## src/rtl/alu_writeback_regfile.sv

```systemverilog
// Writeback stage and register file for the ALU: commits results through a valid/ready
// handshake, holds the status flags, and forwards same-edge writes to both read ports.
module alu_writeback_regfile #(
  parameter int          NUM_REGS = 32,
  parameter int          DATA_W   = 8,
  parameter int          FLAG_W   = 4,
  parameter logic [3:0]  MUL_SEL  = 4'd3,
  parameter logic [3:0]  NOP_SEL  = 4'd0,
  parameter int          CNT_W    = 16
) (
  input  logic              clk,
  input  logic              reset,
  input  logic              in_valid,
  output logic              in_ready,
  input  logic [3:0]        func_sel,
  input  logic [4:0]        dest_addr,
  input  logic [DATA_W-1:0] alu_result,
  input  logic [DATA_W-1:0] mul_high,
  input  logic [FLAG_W-1:0] sreg_in,
  input  logic [4:0]        rd_addr_a,
  input  logic [4:0]        rd_addr_b,
  output logic [DATA_W-1:0] rd_data_a,
  output logic [DATA_W-1:0] rd_data_b,
  output logic [FLAG_W-1:0] sreg_out,
  output logic [CNT_W-1:0]  retired
);

  typedef enum logic {IDLE, MUL_HI} state_t;

  state_t              state_reg, state_next;
  logic [DATA_W-1:0]   hold_reg;
  logic [FLAG_W-1:0]   sreg_reg;
  logic [CNT_W-1:0]    retired_reg;
  logic [DATA_W-1:0]   regs [NUM_REGS];

  // Single write port shared by normal commits and the MUL high-byte cycle
  logic                wr_en;
  logic [4:0]          wr_addr;
  logic [DATA_W-1:0]   wr_data;
  logic                commit;
  logic                mul_start;
  logic                dest_in_range;
  logic [NUM_REGS-1:0] wr_sel;

  assign dest_in_range = int'(dest_addr) < NUM_REGS;

  always_comb begin
    state_next = state_reg;
    in_ready   = 1'b0;
    wr_en      = 1'b0;
    wr_addr    = '0;
    wr_data    = '0;
    commit     = 1'b0;
    mul_start  = 1'b0;
    case (state_reg)
      IDLE: begin
        in_ready = 1'b1;
        if (in_valid && func_sel != NOP_SEL) begin
          commit  = 1'b1;
          wr_data = alu_result;
          if (func_sel == MUL_SEL) begin
            wr_en      = 1'b1;
            wr_addr    = 5'd0;
            mul_start  = 1'b1;
            state_next = MUL_HI;
          end else begin
            wr_en   = dest_in_range;
            wr_addr = dest_addr;
          end
        end
      end
      MUL_HI: begin
        wr_en      = 1'b1;
        wr_addr    = 5'd1;
        wr_data    = hold_reg;
        state_next = IDLE;
      end
      default: state_next = IDLE;
    endcase
    // Reset masks everything, including forwarding, which keys off wr_en
    if (reset) begin
      in_ready   = 1'b0;
      wr_en      = 1'b0;
      commit     = 1'b0;
      mul_start  = 1'b0;
      state_next = IDLE;
    end
  end

  always_ff @(posedge clk) begin
    if (reset) begin
      state_reg   <= IDLE;
      hold_reg    <= '0;
      sreg_reg    <= '0;
      retired_reg <= '0;
    end else begin
      state_reg <= state_next;
      if (mul_start) hold_reg <= mul_high;
      if (commit) begin
        sreg_reg    <= sreg_in;
        retired_reg <= retired_reg + CNT_W'(1);
      end
    end
  end

  genvar gi;
  generate
    for (gi = 0; gi < NUM_REGS; gi++) begin : g_wr_sel
      assign wr_sel[gi] = wr_en && (wr_addr == 5'(gi));
    end
  endgenerate

  always_ff @(posedge clk) begin
    for (int i = 0; i < NUM_REGS; i++) begin
      if (reset)          regs[i] <= '0;
      else if (wr_sel[i]) regs[i] <= wr_data;
    end
  end

  logic [4:0]        rd_addr [2];
  logic [DATA_W-1:0] rd_data [2];

  assign rd_addr[0] = rd_addr_a;
  assign rd_addr[1] = rd_addr_b;

  generate
    for (gi = 0; gi < 2; gi++) begin : g_rd_port
      always_comb begin
        rd_data[gi] = '0;
        if (wr_en && wr_addr == rd_addr[gi])
          rd_data[gi] = wr_data;
        else if (int'(rd_addr[gi]) < NUM_REGS)
          rd_data[gi] = regs[rd_addr[gi]];
      end
    end
  endgenerate

  assign rd_data_a = rd_data[0];
  assign rd_data_b = rd_data[1];
  assign sreg_out  = sreg_reg;
  assign retired   = retired_reg;

endmodule

```

## config.mk

```make
export PLATFORM = sky130hd
export DESIGN_NAME = alu_writeback_regfile
export DESIGN_NICKNAME = d
export VERILOG_FILES = /design/src/rtl/alu_writeback_regfile.sv
export SDC_FILE = /design/constraint.sdc
export NUM_CORES = 1
export LEC_CHECK = 0
export ABC_AREA = 1
export CAP_MARGIN = 0
export CELL_PAD_IN_SITES_DETAIL_PLACEMENT = 1
export CELL_PAD_IN_SITES_GLOBAL_PLACEMENT = 1
export CORE_MARGIN = 4
export CORE_UTILIZATION = 50
export CTS_BUF_LIST = sky130_fd_sc_hd__clkbuf_16
export DETAILED_ROUTE_END_ITERATION = 8
export GPL_TIMING_DRIVEN = 0
export HOLD_SLACK_MARGIN = 0.15
export MAX_ROUTING_LAYER = met4
export PLACE_DENSITY = 0.88
export SYNTH_ARGS = -nofsm -noshare
export SYNTH_HDL_FRONTEND = slang
export SYNTH_SLANG_ARGS = --single-unit
export TNS_END_PERCENT = 50
```

## constraint.sdc

```tcl
create_clock -name clk -period 6.1 [get_ports clk]
set_clock_uncertainty 0.2 [all_clocks]
set_input_delay 0.915 -clock clk [delete_from_list [all_inputs] [get_ports clk]]
set_output_delay 0.915 -clock clk [all_outputs]
set_load 0.005 [all_outputs]
```

After elaboration in Yosys (flattened, before gate mapping)
Memory sizes are Yosys's and may differ from the RTL's.
Index checks and enable logic that the tools add are counted.
Word-level totals
  logic and storage cells: 259
  bits in registers: 29
  bits of input ports: 42
  memories kept: 1
  RAM bits: 256
Memory list
  regs: words 32, width 8, rd ports 2, clocked after Yosys merged registers in 0, wr ports 32, RTL line 34  | logic [DATA_W-1:0] regs [NUM_REGS];
Cells by class
  muxes and demuxes: 149
  equality and inequality tests: 34
  reduce and logical (&&, ||, !) cells: 37
  bitwise operators: 33
  add/subtract/negate cells: 1
Operators with widths (count)
  8-bit 2-to-1 mux: 35
  1-bit 2-to-1 mux: 108
  5-bit equality test (second input constant): 16
  5-bit by 4-bit equality test with 1-bit output (second input constant): 8
  1-bit logical AND: 35
  1-bit bitwise OR: 32
  5-bit by 3-bit equality test with 1-bit output (second input constant): 4
  16-bit by 1-bit adder with 16-bit output (second input constant): 1
  8-bit one-hot mux with 2 select lines: 1
  5-bit by 2-bit equality test with 1-bit output (second input constant): 2
  5-bit equality test: 2
  5-bit 2-to-1 mux: 2
  5-bit one-hot mux with 2 select lines: 1
  5-bit by 1-bit equality test with 1-bit output (second input constant): 1
  5-bit logical NOT: 1
  4-bit by 2-bit equality test with 1-bit output (second input constant): 1
  1-bit one-hot mux with 2 select lines: 2
  4-bit nonzero test: 1
  1-bit NOT: 1

Longest topological paths before layout
  depth after elaboration: 10
  gate-level depth with buffers: 12

Worst setup path before layout
No wires, ideal clock.
  kind: in2out
  start: input func_sel[0]
  end: output rd_data_a[0]
  stages: 12
  required time: 4985 ps
  data arrival time: 2006 ps
  setup slack: 2979 ps
  cell sequence: nor2_1 -> nand2_4 -> nand2_1 -> inv_2 -> nand2_2 -> nand2_2 -> nand2_1 -> nand2_1 -> nor2_4 -> nand3_4 -> nand2_1 -> nand2_1
Between the ends
  word-level cells in the longest chain between the ends: 7
  elaborated cells on any way between the ends: 14
RTL lines
  start, declared: RTL line 15  | input logic [3:0] func_sel,
  4-bit by 2-bit equality test with 1-bit output or 4-bit nonzero test (tied branches): RTL line 61, 58
  5-bit 2-to-1 mux or 1-bit logical AND (tied branches): RTL line 61, 58
  5-bit 2-to-1 mux or 1-bit 2-to-1 mux (tied branches): RTL line 58  | if (in_valid && func_sel != NOP_SEL) begin
  5-bit one-hot mux with 2 select lines or 1-bit one-hot mux with 2 select lines (tied branches): RTL line 55  | case (state_reg)
  5-bit equality test or 1-bit 2-to-1 mux (tied branches): RTL line 130, 81
  1-bit logical AND: RTL line 130  | if (wr_en && wr_addr == rd_addr[gi])
  8-bit 2-to-1 mux (*): RTL line 130
  end, declared: RTL line 22  | output logic [DATA_W-1:0] rd_data_a,
Every way passes the cells marked *; elsewhere a longest branch is shown, timed or not.

Worst setup path in the final report
  start: input rd_addr_b[1]
  end: output rd_data_b[4]
Between the ends
  word-level cells in the longest chain between the ends: 3
  elaborated cells on any way between the ends: 4
RTL lines
  start, declared: RTL line 21  | input logic [4:0] rd_addr_b,
  parallel branches: the longest is 2 deep, another holds memory read 32 x 8 bit
  8-bit 2-to-1 mux (*): RTL line 130
  end, declared: RTL line 23  | output logic [DATA_W-1:0] rd_data_b,
Every way passes the cells marked *.

==> metrics.csv <==
stage,metric,value,unit
route,routed_wl,91400,um
power,p_leak,7.86,nW
final_layout,synthToLayoutAreaGrowth,14.0,%
global_routing,grt_usage,50.9,%
final_layout,largest_reg_flops,256,
die,core_area,0.0328,mm2
cts,cts_tree,yes,
final_layout,nets,2262,
setup_path,crit_required,4980,ps
route,final_antenna_net_count,0,
yosys,yosysSeqAreaShare,49.4,%
die,fp-row-count,66,
final_layout,layout-drive-gt1-share,8.91,%
die,chipHeight,191,um
placement,portBuffers,71,
yosys,syn_inst,2112,
setup_path,end_kind,output port,
sta,setup_ws,453,ps
global_routing,overflow,0,
global_routing,grt_use_met2,72.0,%
yosys,synth_seq_cells,285,
sta,rsz0062_at_grt,false,
die,io-pin-count,79,
route,via_count,18500,
setup_path,critPathKind,input port to output port,
sta,tns,0,ps
global_routing,busiest_layer,met2,
cts,clock_latency,530,ps
cts,ctsResizeCount,0,
yosys,ys_warn_count,0,
cts,cts_buffer_depth,3,
power,ir_drop,0.000284,V
placement,dp_hpwl,64200,um
route,avgViaCountPerCell,6.89,
placement,gp_congestion,1.13,
sta,finalHoldWorstSlack,277,ps
cts,cts_setup_buffers,0,
sta,worst_pin_slew,1380,ps
global_routing,grt_pass1_wl,128000,um
yosys,synth.avg_cell_area,7.92,um2
cts,cts_buffers,34,
cts,htree_levels,2,
route,drc,0,
worst_hold_path,hold_path.class,register to register,
yosys,syn_nets,2155,
global_routing,antenna_found_initial,1,
sta,hold_viol,0,
cts,path_clk_slew,60,ps
global_routing,grtUsageMet3,17.7,%
setup_path,arrival,4530,ps
sta,maxSlewHeadroom,8.09,%
route,first_pass_iters,8,
cts,ctsHoldBuffers,0,
setup_path,crit_path_max_fanout,10,
global_routing,grt_max_degree,13,
die,chipWidth,191,um
route,wl_per_cell,34.0,um
yosys,netlist_area,0.0167,mm2
die,die_area,0.0365,mm2
cts,clock-sinks,285,
sta,post-route-period-util,92.6,%
sta,drv_slew,0,
sta,timing.fmax,177,MHz
global_routing,grt_pass1_vias,18500,
cts,cts-root-buf,clkbuf_16,
power,power.density,273,mW/mm2
sta,setup_violations,0,
setup_path,startpoint_type,input port,
job,maxCapViolations,0,
setup_path,rrSetupSlack,3310,ps
placement,dp_slack,806,ps
yosys,yosysUniqueCellTypes,38,
die,initial_core_util,51.0,%
route,drt_iter0_drc,3332,
sta,period_minus_slack,5650,ps
outcome,outcome,"finished, final reports clean",
global_routing,use_met1,60.0,%
layout by cell type (no fill, tap or decap), types with 17 or more instances in the layout:
| master | Yosys | layout |
|---|---|---|
| nand4_1 | 17 | 17 |
| dfxtp_1 | 29 | 29 |
| buf_1 | 17 | 17 |
| o211ai_1 | 150 | 150 |
| a21oi_1 | 44 | 44 |
| clkbuf_16 | 0 | 37 |
| nand2_2 | 23 | 23 |
| clkdlybuf4s50_1 | 0 | 71 |
| clkbuf_1 | 45 | 45 |
| nand3_1 | 240 | 240 |
| nor2_1 | 368 | 368 |
| o21ai_0 | 50 | 50 |
| inv_1 | 198 | 209 |
| edfxtp_1 | 256 | 256 |
| buf_2 | 77 | 77 |
| nand2_1 | 519 | 519 |
metrics by stage:
| stage | utilization [%] | std cells | cell area (um2) | power, mW |
|---|---|---|---|---|
| 4_1_cts | 58.2 | 2686 | 19100 | 5.09 |
| 3_3_place_gp | 54.9 | 2625 | 18000 | 3.07 |
| 2_1_floorplan | - | 2112 | 16700 | 2.69 |
| 5_1_grt | 58.2 | 2687 | 19100 | 5.26 |
| 3_5_place_dp | 54.9 | 2625 | 18000 | 3.10 |
| 6_report | 58.2 | 2688 | 19100 | 5.20 |
cell usage after synthesis, drive strengths merged:
master  instances  area share (%)
a211oi          1           0.045
a21oi          45             1.4
a31oi           1           0.037
buf            98             3.0
clkbuf         45             1.0
clkinv          4           0.090
dfxtp          29             3.5
edfxtp        256              46
ha              1           0.075
inv           204             4.6
nand2         554              13
nand3         244             7.6
nand3b          1           0.045
nand4          17            0.64
nor2          390             9.5
nor3            6            0.18
nor3b           1           0.045
nor4            1           0.037
o211ai        150             6.7
o21a            1           0.045
o21ai          52             1.6
o22ai           8            0.60
xnor2           1           0.052
xor2            2            0.10
critical path, cell delays in order:
cell and delay (ps):
clkdlybuf4s50_1 440, inv_1 120, buf_2 430, buf_1 880, o211ai_1 250, nand3_1 260, nand3_1 190, nand2_1 130
nand2_1 60, nand2_1 160, nand2_1 90, nand2_1 80, clkdlybuf4s50_1 520
layer usage:
layer / routed length (um) / part of all wire (%) / vias to the layer above
met1: 30300 / 33 / 8780
li1: - / - / 7237
met4: 9370 / 10 / 0
met3: 14300 / 16 / 665
met5: 0 / 0 / -
met2: 37400 / 41 / 1849
worst paths after layout:
check,start,to,depth (start not counted)
setup / recovery,rd_addr_b[1],rd_data_b[4],13
hold / removal,hold_reg[6],hold_reg[6],2
setup reg to reg,state_reg,regs[14][6],7
hold reg to reg,hold_reg[6],hold_reg[6],2
power breakdown:
| part | leakage (nW) | switching (mW) | internal [mW] |
|---|---|---|---|
| clock | 0.572 | 0.881 | 1.17 |
| combinational | 4.46 | 0.688 | 0.217 |
| sequential | 2.83 | 0.0433 | 2.20 |
area by class of cell:
cell class	instances	area, um2
Inverter	208	781
Tap cell	442	553
Clock buffer	37	926
Multi-Input combinational cell	1476	7020
Timing Repair Buffer	71	711
Buffer	143	663
Clock inverter	24	153
Sequential cell	285	8270
Antenna cell	2	5.00
Fill cell	4010	13700
logic make-up (layout without fill, tap and decap cells):
family	Yosys count	in the layout	share of synthesized area (%)
flip-flops	285	285	49.4
other	0	2	0
AO/OA/AOI/OAI	258	258	10.4
buffers and inverters	351	483	8.63
AND/OR/NAND/NOR	1214	1214	31.3
adder cells (fa/ha/maj)	1	1	0.0747
XOR/XNOR	3	3	0.157
Note: power is estimated with default switching activity, not from simulation.
